`src/rtl/sd_vedic_mac_ctrl.sv`:
```
// ============================================================================
// Module   : sd_vedic_mac_ctrl
// Brief    : Streaming multiply-accumulate controller around a 4x4 Vedic
//            multiplier, used for neural-network dot products.
// Revision : 1.0 - initial release
// ============================================================================
`default_nettype none

// 2x2 Urdhva-Tiryagbhyam cell: vertical and crosswise partial products.
module SD_vedic_2_x_2 (
    input  logic [1:0] a,
    input  logic [1:0] b,
    output logic [3:0] p
);
    logic w_x0;
    logic w_x1;
    logic w_hh;
    logic w_c1;

    assign w_x0 = a[1] & b[0];
    assign w_x1 = a[0] & b[1];
    assign w_hh = a[1] & b[1];
    assign w_c1 = w_x0 & w_x1;

    assign p[0] = a[0] & b[0];
    assign p[1] = w_x0 ^ w_x1;
    assign p[2] = w_hh ^ w_c1;
    assign p[3] = w_hh & w_c1;
endmodule

// 4x4 Vedic multiplier built from four 2x2 cells and a middle-column adder.
module SD_vedic_4_x_4 (
    input  logic [3:0] a,
    input  logic [3:0] b,
    output logic [7:0] p
);
    logic [3:0] w_q0;
    logic [3:0] w_q1;
    logic [3:0] w_q2;
    logic [3:0] w_q3;
    logic [5:0] w_mid;
    logic [3:0] w_hi;

    SD_vedic_2_x_2 u_ll (.a(a[1:0]), .b(b[1:0]), .p(w_q0));
    SD_vedic_2_x_2 u_hl (.a(a[3:2]), .b(b[1:0]), .p(w_q1));
    SD_vedic_2_x_2 u_lh (.a(a[1:0]), .b(b[3:2]), .p(w_q2));
    SD_vedic_2_x_2 u_hh (.a(a[3:2]), .b(b[3:2]), .p(w_q3));

    // Cross terms plus the carry-in nibble from the low cell; at most 21.
    assign w_mid = {2'b00, w_q1} + {2'b00, w_q2} + {4'b0000, w_q0[3:2]};
    // A 4x4 product never exceeds 225, so the top nibble cannot carry out.
    assign w_hi  = w_q3 + w_mid[5:2];

    assign p = {w_hi, w_mid[1:0], w_q0[1:0]};
endmodule

module sd_vedic_mac_ctrl #(
    parameter int ACC_W = 16,
    parameter int CNT_W = 8
) (
    input  logic             clk,
    input  logic             rst,
    input  logic             start,
    input  logic [CNT_W-1:0] len,
    output logic             busy,
    input  logic             in_valid,
    output logic             in_ready,
    input  logic [3:0]       a,
    input  logic [3:0]       b,
    output logic             out_valid,
    input  logic             out_ready,
    output logic [ACC_W-1:0] acc_out,
    output logic             overflow
);
    typedef enum logic [1:0] {
        IDLE  = 2'd0,
        RUN   = 2'd1,
        DRAIN = 2'd2,
        DONE  = 2'd3
    } state_t;

    state_t             r_state;
    logic [CNT_W-1:0]   r_cnt;
    logic [7:0]         r_prod;
    logic               r_pv;
    logic [ACC_W-1:0]   r_acc;
    logic               r_ovf;

    logic [7:0]         w_prod;
    logic [ACC_W:0]     w_sum;
    logic               w_hs;

    SD_vedic_4_x_4 u_mul (
        .a (a),
        .b (b),
        .p (w_prod)
    );

    assign w_hs  = in_valid && (r_state == RUN);
    // One extra bit on the sum exposes the carry out of the accumulator.
    assign w_sum = {1'b0, r_acc} + {{(ACC_W-7){1'b0}}, r_prod};

    always_ff @(posedge clk) begin
        if (rst) begin
            r_state <= IDLE;
            r_cnt   <= '0;
            r_prod  <= '0;
            r_pv    <= 1'b0;
            r_acc   <= '0;
            r_ovf   <= 1'b0;
        end else begin
            if (r_pv) begin
                r_acc <= w_sum[ACC_W-1:0];
                if (w_sum[ACC_W]) begin
                    r_ovf <= 1'b1;
                end
            end

            case (r_state)
                IDLE: begin
                    if (start) begin
                        r_acc <= '0;
                        r_ovf <= 1'b0;
                        r_pv  <= 1'b0;
                        if (len != '0) begin
                            r_cnt   <= len;
                            r_state <= RUN;
                        end else begin
                            r_state <= DONE;
                        end
                    end
                end
                RUN: begin
                    if (w_hs) begin
                        r_prod <= w_prod;
                        r_pv   <= 1'b1;
                        r_cnt  <= r_cnt - CNT_W'(1);
                        if (r_cnt == CNT_W'(1)) begin
                            r_state <= DRAIN;
                        end
                    end else begin
                        r_pv <= 1'b0;
                    end
                end
                DRAIN: begin
                    // Last product is folded in by the accumulate stage above.
                    r_pv    <= 1'b0;
                    r_state <= DONE;
                end
                DONE: begin
                    if (out_ready) begin
                        r_state <= IDLE;
                    end
                end
                default: begin
                    r_state <= IDLE;
                end
            endcase
        end
    end

    assign busy      = (r_state != IDLE);
    assign in_ready  = (r_state == RUN);
    assign out_valid = (r_state == DONE);
    assign acc_out   = r_acc;
    assign overflow  = r_ovf;
endmodule

`default_nettype wire

```
`config.mk`:
```
export PLATFORM = sky130hd
export DESIGN_NAME = sd_vedic_mac_ctrl
export DESIGN_NICKNAME = d
export VERILOG_FILES = /design/src/rtl/sd_vedic_mac_ctrl.sv
export SDC_FILE = /design/constraint.sdc
export NUM_CORES = 1
export LEC_CHECK = 0
export CAP_MARGIN = 20
export CORE_ASPECT_RATIO = 0.6
export CORE_UTILIZATION = 55
export DETAILED_ROUTE_END_ITERATION = 8
export PLACE_DENSITY = 0.85
export SLEW_MARGIN = 20
export SYNTH_ARGS = -nofsm -noshare
export SYNTH_HDL_FRONTEND = slang
export SYNTH_SLANG_ARGS = --single-unit
```
`constraint.sdc`:
```
create_clock -name clk -period 4.3 [get_ports clk]
set_input_delay 1.075 -clock clk [delete_from_list [all_inputs] [get_ports clk]]
set_output_delay 1.075 -clock clk [all_outputs]
set_load 0.05 [all_outputs]
```
==> run_results.csv, run 1 <==
group,metric,value,unit
status,status,"finished clean",
critical_path,arrival,4370,ps
power_and_ir_drop,switching_share,0.374,
cts,clk_latency,300,ps
hold_path,hp-start,"r_prod[3]",
cts,root_buffer,"clkbuf_8",
drt,dr.pass1.iters,4,
power_and_ir_drop,clockPowerShare,0.262,
sta,slew_viol_final,0,
critical_path,rr_endpoint,"r_cnt[0]",
cts,htreeDepth,2,
drt,wirelength,6.98,mm
sta,fin_crit,4180,ps
flow_run,drv_cap,0,
finish,final_util,0.733,
finish,drive_above_1_share,0.0814,
drt,wl_per_cell,15.7,um
drt,drt_iter0_drc,142,
floorplanning,start_util,0.586,
finish,register_area,721,um2
logic_synthesis,synth_edf_count,0,
drt,via_per_inst,5.97,
floorplanning,die_h,56.6,um
global_route,grt_overflow,0,
placed_design,dpl.hpwl,5.09,mm
sta,skew,8.82,ps
floorplanning,die_area,5260,um2
critical_path,cpPeakStageDelay,590,ps
logic_synthesis,yosysUniqueCellTypes,49,
power_and_ir_drop,power_frac_comb,0.409,
placed_design,gp_congestion,0.830,
critical_path,cp.required,4480,ps
critical_path,ff2ff_setup_slack,1640,ps
global_route,track_usage,0.284,
finish,multi_input_area,1910,um2
hold_path,hold_depth,2,
global_route,antenna_found_initial,0,
hold_path,whs_endpoint,"r_prod[3]",
floorplanning,io_pins,41,
power_and_ir_drop,p_int,807,uW
critical_path,crit_buf_inv,1,
logic_synthesis,syn_area,2730,um2
finish,nFillCells,377,
drt,antenna_left,0,
logic_synthesis,ys_async_sr_fraction,0,
sta,period_share,0.973,
logic_synthesis,synth_flop_cell,"dfxtp_1",
logic_synthesis,synth-seq-area-share,0.264,
power_and_ir_drop,p_seq_frac,0.328,
global_route,grt_first_pass_wirelength,11.8,mm
global_route,grt_max_degree,27,
logic_synthesis,syn_area_per_cell,8.30,um2
finish,nNetsFinal,436,
sta,tightestPinTransition,798,ps
critical_path,crit_type,"in -> reg",
placed_design,portBuffers,40,
drt,vias,2652,
cts,clock_path_buffers,2,
sta,max_slew_margin,0.468,
power_and_ir_drop,power_density,377,nW/um2
floorplanning,die_w,93.0,um
hold_path,min_path_type,"reg -> reg",
power_and_ir_drop,p_sw,483,uW
critical_path,slowest_stage,"fa_1",
power_and_ir_drop,leakage,1.40,nW
finish,area_growth,25.2,%
floorplanning,rows,19,
critical_path,cpMostUsedCell,"ha_1",
logic_synthesis,ys_top_cells_by_area,"dfxtp_1, ha_1, a21oi_1, and2_1, mux2i_1",
critical_path,critPathLaunchType,"input port",
logic_synthesis,yosys_register_bits,36,
drt,post-route-drc-count,0,
power_and_ir_drop,irDropWorstVdd,0.321,mV
cts,numCtsBuffers,5,
sta,final.setup.tns,0,ps
logic_synthesis,syn_inst,329,
logic_synthesis,synth.top_cell.area_share,0.264,
logic_synthesis,yosysTopAreaCell,"dfxtp_1",
critical_path,reg2reg_depth,7,
sta,hold_viol,0,
finish,diodes,0,
critical_path,crit_family,"adder cells",
critical_path,crit_path_cell_trace,"clkdlybuf4s50_1, and2_1, ha_1, fa_1, ha_1, a21oi_2, nor2_1, xnor2_1, ha_1, a21o_1, a21oi_2, xnor2_1, nand4_1, nor3b_1",
logic_synthesis,yosysWarnings,0,
critical_path,r2r_start,"r_state[1]",
critical_path,worstPathMaxFanout,2,
logic_synthesis,syn-num-nets,385,
sta,fmax,0.239,GHz
cts,cts.sinks,36,
global_route,grt_pass1_vias,2519,
critical_path,endpoint_kind,"flop",
sta,whs,469,ps
sta,setup_viol,0,
cts,cts_tree,"built",
cts,path_clk_slew,70,ps
floorplanning,fp.coreArea,4660,um2
[cell usage in the layout (no fill, tap or decap), drive strengths merged, types with 10 or more instances in the layout]
master and instances:
clkdlybuf4s50 40, ha 31, nand2 26, dfxtp 36, mux2i 11, and2 18
a21o 12, inv 14, nand3 10, buf 17, nor2 15, a21oi 32
nand2b 10, o21ai 13
[what timing repair did]
item,4_1_cts,5_1_grt
setup buffers,0,1
hold endpoints to repair,0,0
setup endpoints to repair,0,1
resized for setup,0,2
hold buffers,0,0
[worst register-to-register path, cell delays in order (launching register included)]
cell and delay, ps:
dfxtp_1 340, inv_1 80, ha_1 670, nand2_1 440
o21ai_0 180, a21bo_2 350, or3_1 380, a21oi_1 140
[worst max path at each step]
| stage | from | end | slack, ps | cells past startpoint |
|---|---|---|---|---|
| global placement | a[1] | r_prod[7] | -30 | 13 |
| finish | b[2] | r_prod[7] | 120 | 14 |
| global route | a[1] | r_prod[7] | -50 | 14 |
| detailed placement | b[2] | r_prod[7] | -130 | 14 |
| CTS | b[2] | r_prod[7] | 140 | 14 |
| floorplan | a[1] | r_prod[7] | 390 | 13 |
[through the flow]
| step | instances | power [mW] | instance area (um2) | setup WS (ps) |
|---|---|---|---|---|
| after global routing | 444 | 1.37 | 3420 | -47.0 |
| after global placement | 435 | 0.918 | 3280 | -31.5 |
| final | 444 | 1.29 | 3420 | 116 |
| after CTS | 443 | 1.28 | 3400 | 138 |
| after floorplan | 329 | 0.804 | 2730 | 387 |
| after detailed placement | 435 | 0.941 | 3280 | -131 |
[per-layer routing]
metal	GRT usage	vias up	wire length, um	share of wire
met5	0	-	0	0
met4	0.0857	0	104	0.015
met3	0.0569	11	561	0.080
met2	0.419	94	3000	0.43
met1	0.416	1250	3320	0.48
li1	-	1297	-	-
[Yosys cell counts, drive strengths merged, types with 7 or more instances]
cell	count
a21o	12
a21oi	32
and2	18
clkbuf	10
dfxtp	36
ha	31
inv	14
mux2i	11
nand2	26
nand2b	10
nand3	10
nor2	15
nor2b	7
nor3	8
o21ai	13
xnor2	8
[registers in the layout (all words and copies together) (netlist names)]
name      cells
r_prod        8
r_pv          1
r_cnt         8
acc_out      16
overflow      1
r_state       2
[power groups by stage]
stage / sequential (mW) / combinational (mW) / clock [mW]
5_1_grt: 0.429 / 0.584 / 0.353
6_report: 0.423 / 0.528 / 0.338
3_5_place_dp: 0.430 / 0.511 / 0
2_1_floorplan: 0.416 / 0.388 / 0
3_3_place_gp: 0.427 / 0.491 / 0
4_1_cts: 0.423 / 0.520 / 0.339
[cell families (layout without fill, tap and decap cells)]
family / Yosys count / count (layout) / share of synthesized area
and+or+nand+nor: 121 / 121 / 0.243
DFF: 36 / 36 / 0.264
muxes: 11 / 11 / 0.0403
buffers and inverters: 27 / 79 / 0.0390
AOI/OAI and AO/OA: 90 / 90 / 0.213
xor gates and xnor gates: 9 / 9 / 0.0289
adders and majority gates: 35 / 35 / 0.171
[layout make-up]
class / instances / share of cell area
multi-input combinational: 266 / 0.559
timing repair buffer: 57 / 0.155
clock buffer: 7 / 0.0282
inverter: 14 / 0.0154
clock inverter: 1 / 0.00879
sequential: 36 / 0.211
tap: 63 / 0.0231
(Power assumes the default switching activity.)
==> inputs of run 2 (changes only) <==
--- a/config.mk
+++ b/config.mk
@@ -7,6 +7,7 @@
 export LEC_CHECK = 0
 export CAP_MARGIN = 20
 export CORE_ASPECT_RATIO = 0.6
+export CORE_MARGIN = 2
 export CORE_UTILIZATION = 55
 export DETAILED_ROUTE_END_ITERATION = 8
 export PLACE_DENSITY = 0.85
==> run 2 against run 1 <==
Via count shrank 1.7%. Critical path type unchanged. Largest cell class unchanged. Total power fell by 8.0%. Cell area is 1.5% lower. Critical path depth decreased by 1. Highest routed layer unchanged. Utilization shrank 1.5 points. Fmax increased by 0.72%. Hold slack lost 0.94 ps.
==> run_results.csv, run 2 (synthesis gave the netlist of run 1 again) <==
group,metric,value,unit
placed_design,dp.cells,435,
power_and_ir_drop,power_frac_comb,0.440,
sta,fin_crit,4150,ps
placed_design,dpl.hpwl,5.23,mm
sta,max_slew_margin,0.392,
floorplanning,io_pins,41,
drt,vias,2608,
cts,htreeDepth,2,
drt,post-route-drc-count,0,
global_route,grt_max_degree,27,
placed_design,gp_congestion,0.931,
finish,final_util,0.718,
sta,tightestPinTransition,910,ps
cts,clock_path_buffers,2,
floorplanning,rows,19,
drt,via_per_inst,5.89,
global_route,antenna_found_initial,0,
drt,drt_iter0_drc,277,
cts,path_clk_slew,80,ps
placed_design,portBuffers,40,
critical_path,endpoint_kind,"flop",
global_route,grt_first_pass_wirelength,11.5,mm
critical_path,crit_path_cell_trace,"clkdlybuf4s50_1, and2_1, ha_1, fa_1, buf_4, fa_1, nor3b_1, xnor2_1, ha_1, a21oi_1, xnor2_1, nand4_1, nor3b_1",
sta,period_share,0.966,
sta,fmax,0.241,GHz
critical_path,cp.required,4490,ps
cts,hold_buffers,0,
floorplanning,die_h,58.6,um
sta,slew_viol_final,0,
sta,hold_viol,0,
global_route,grt_pass1_vias,2390,
status,status,"finished clean",
flow_run,drv_cap,0,
power_and_ir_drop,p_int,712,uW
power_and_ir_drop,leakage,1.37,nW
cts,clk_latency,300,ps
floorplanning,start_util,0.583,
sta,setup_viol,0,
global_route,track_usage,0.270,
drt,wl_per_cell,15.3,um
floorplanning,fp.coreArea,4680,um2
finish,final_cell_mix,"clkdlybuf4s50_1, dfxtp_1, a21oi_1, ha_1, nand2_1",
cts,cts_tree,"built",
power_and_ir_drop,power_density,353,nW/um2
finish,mostFrequentLayoutCell,"clkdlybuf4s50_1",
finish,area_growth,23.2,%
cts,numCtsBuffers,5,
finish,nNetsFinal,436,
drt,antenna_left,0,
critical_path,crit_type,"in -> reg",
finish,drive_above_1_share,0.0737,
critical_path,cpPeakStageDelay,540,ps
critical_path,slowest_stage,"fa_1",
drt,wirelength,6.78,mm
power_and_ir_drop,irDropWorstVdd,0.308,mV
finish,diodes,0,
power_and_ir_drop,p_seq_frac,0.356,
global_route,grt_overflow,0,
cts,cts.sinks,36,
power_and_ir_drop,p_sw,475,uW
hold_path,min_path_type,"reg -> reg",
power_and_ir_drop,clockPowerShare,0.204,
power_and_ir_drop,switching_share,0.400,
cts,root_buffer,"clkbuf_8",
sta,skew,3.64,ps
critical_path,worstPathMaxFanout,2,
finish,largest_reg_flops,16,
critical_path,critPathLaunchType,"input port",
critical_path,arrival,4340,ps
floorplanning,die_area,5560,um2
finish,instances_no_fill,443,
floorplanning,die_w,95.0,um
drt,dr.pass1.iters,4,
run 2: changes by cell type in the layout (fill, tap and decap cells not counted):
cell       delta
clkbuf_1      +1
clkbuf_8      -2
clkinv_2      +1
bufinv_16     -1
a21oi_2       -1
a21oi_1       +1
run 2: worst max-delay path: cells and delay by family:
kind	cells	cell delay [ps]
buffers and inverters	2	580
adder cells (fa/ha/maj)	4	1610
XOR/XNOR	2	300
AND/OR/NAND/NOR	4	610
AO/OA/AOI/OAI	1	170
run 2: per-layer routing:
layer	part of all wire	track usage	vias up
met1	0.52	0.407	1192
li1	-	-	1302
met5	0	0	-
met3	0.078	0.0551	8
met4	0.011	0.0787	0
met2	0.39	0.389	106
run 2: power groups by stage:
| stage | Combinational (mW) | Sequential, mW | Clock (mW) |
|---|---|---|---|
| after floorplan | 0.388 | 0.416 | 0 |
| after global placement | 0.491 | 0.427 | 0 |
| after detailed placement | 0.512 | 0.429 | 0 |
| after CTS | 0.515 | 0.421 | 0.239 |
| after global routing | 0.587 | 0.429 | 0.255 |
| final | 0.522 | 0.423 | 0.242 |
run 2: what timing repair did:
action                     4_1_cts  5_1_grt
resized for setup                0        1
buffers inserted                 0        1
setup endpoints to repair        0        1
run 2: worst paths after layout:
path	start	to	slack, ps	cells after the start
setup / recovery	a[1]	r_prod[7]	150	13
hold / removal	r_prod[4]	r_prod[4]	470	2
setup reg to reg	r_state[1]	r_cnt[0]	2150	8
hold reg to reg	r_prod[4]	r_prod[4]	470	2
run 2: layout make-up:
type,count,area [um2]
fillers,363,1320
repair buffers,57,528
clock inverters,1,5.00
inverters,14,52.6
well taps,63,78.8
flip-flops and latches,36,721
clock buffers,6,72.6
multi-input cells,266,1910
run 2: stage by stage:
step           TNS [ps]  worst slack [ps]  power (mW)  cell area (um2)  hold WS (ps)
3_5_place_dp       -220              -156       0.941             3280           458
3_3_place_gp      -44.1             -44.1       0.919             3280           454
4_1_cts               0               125        1.18             3350           469
6_report              0               146        1.19             3360           468
5_1_grt           -7.34             -7.34        1.27             3360           491
2_1_floorplan         0               387       0.804             2730           436
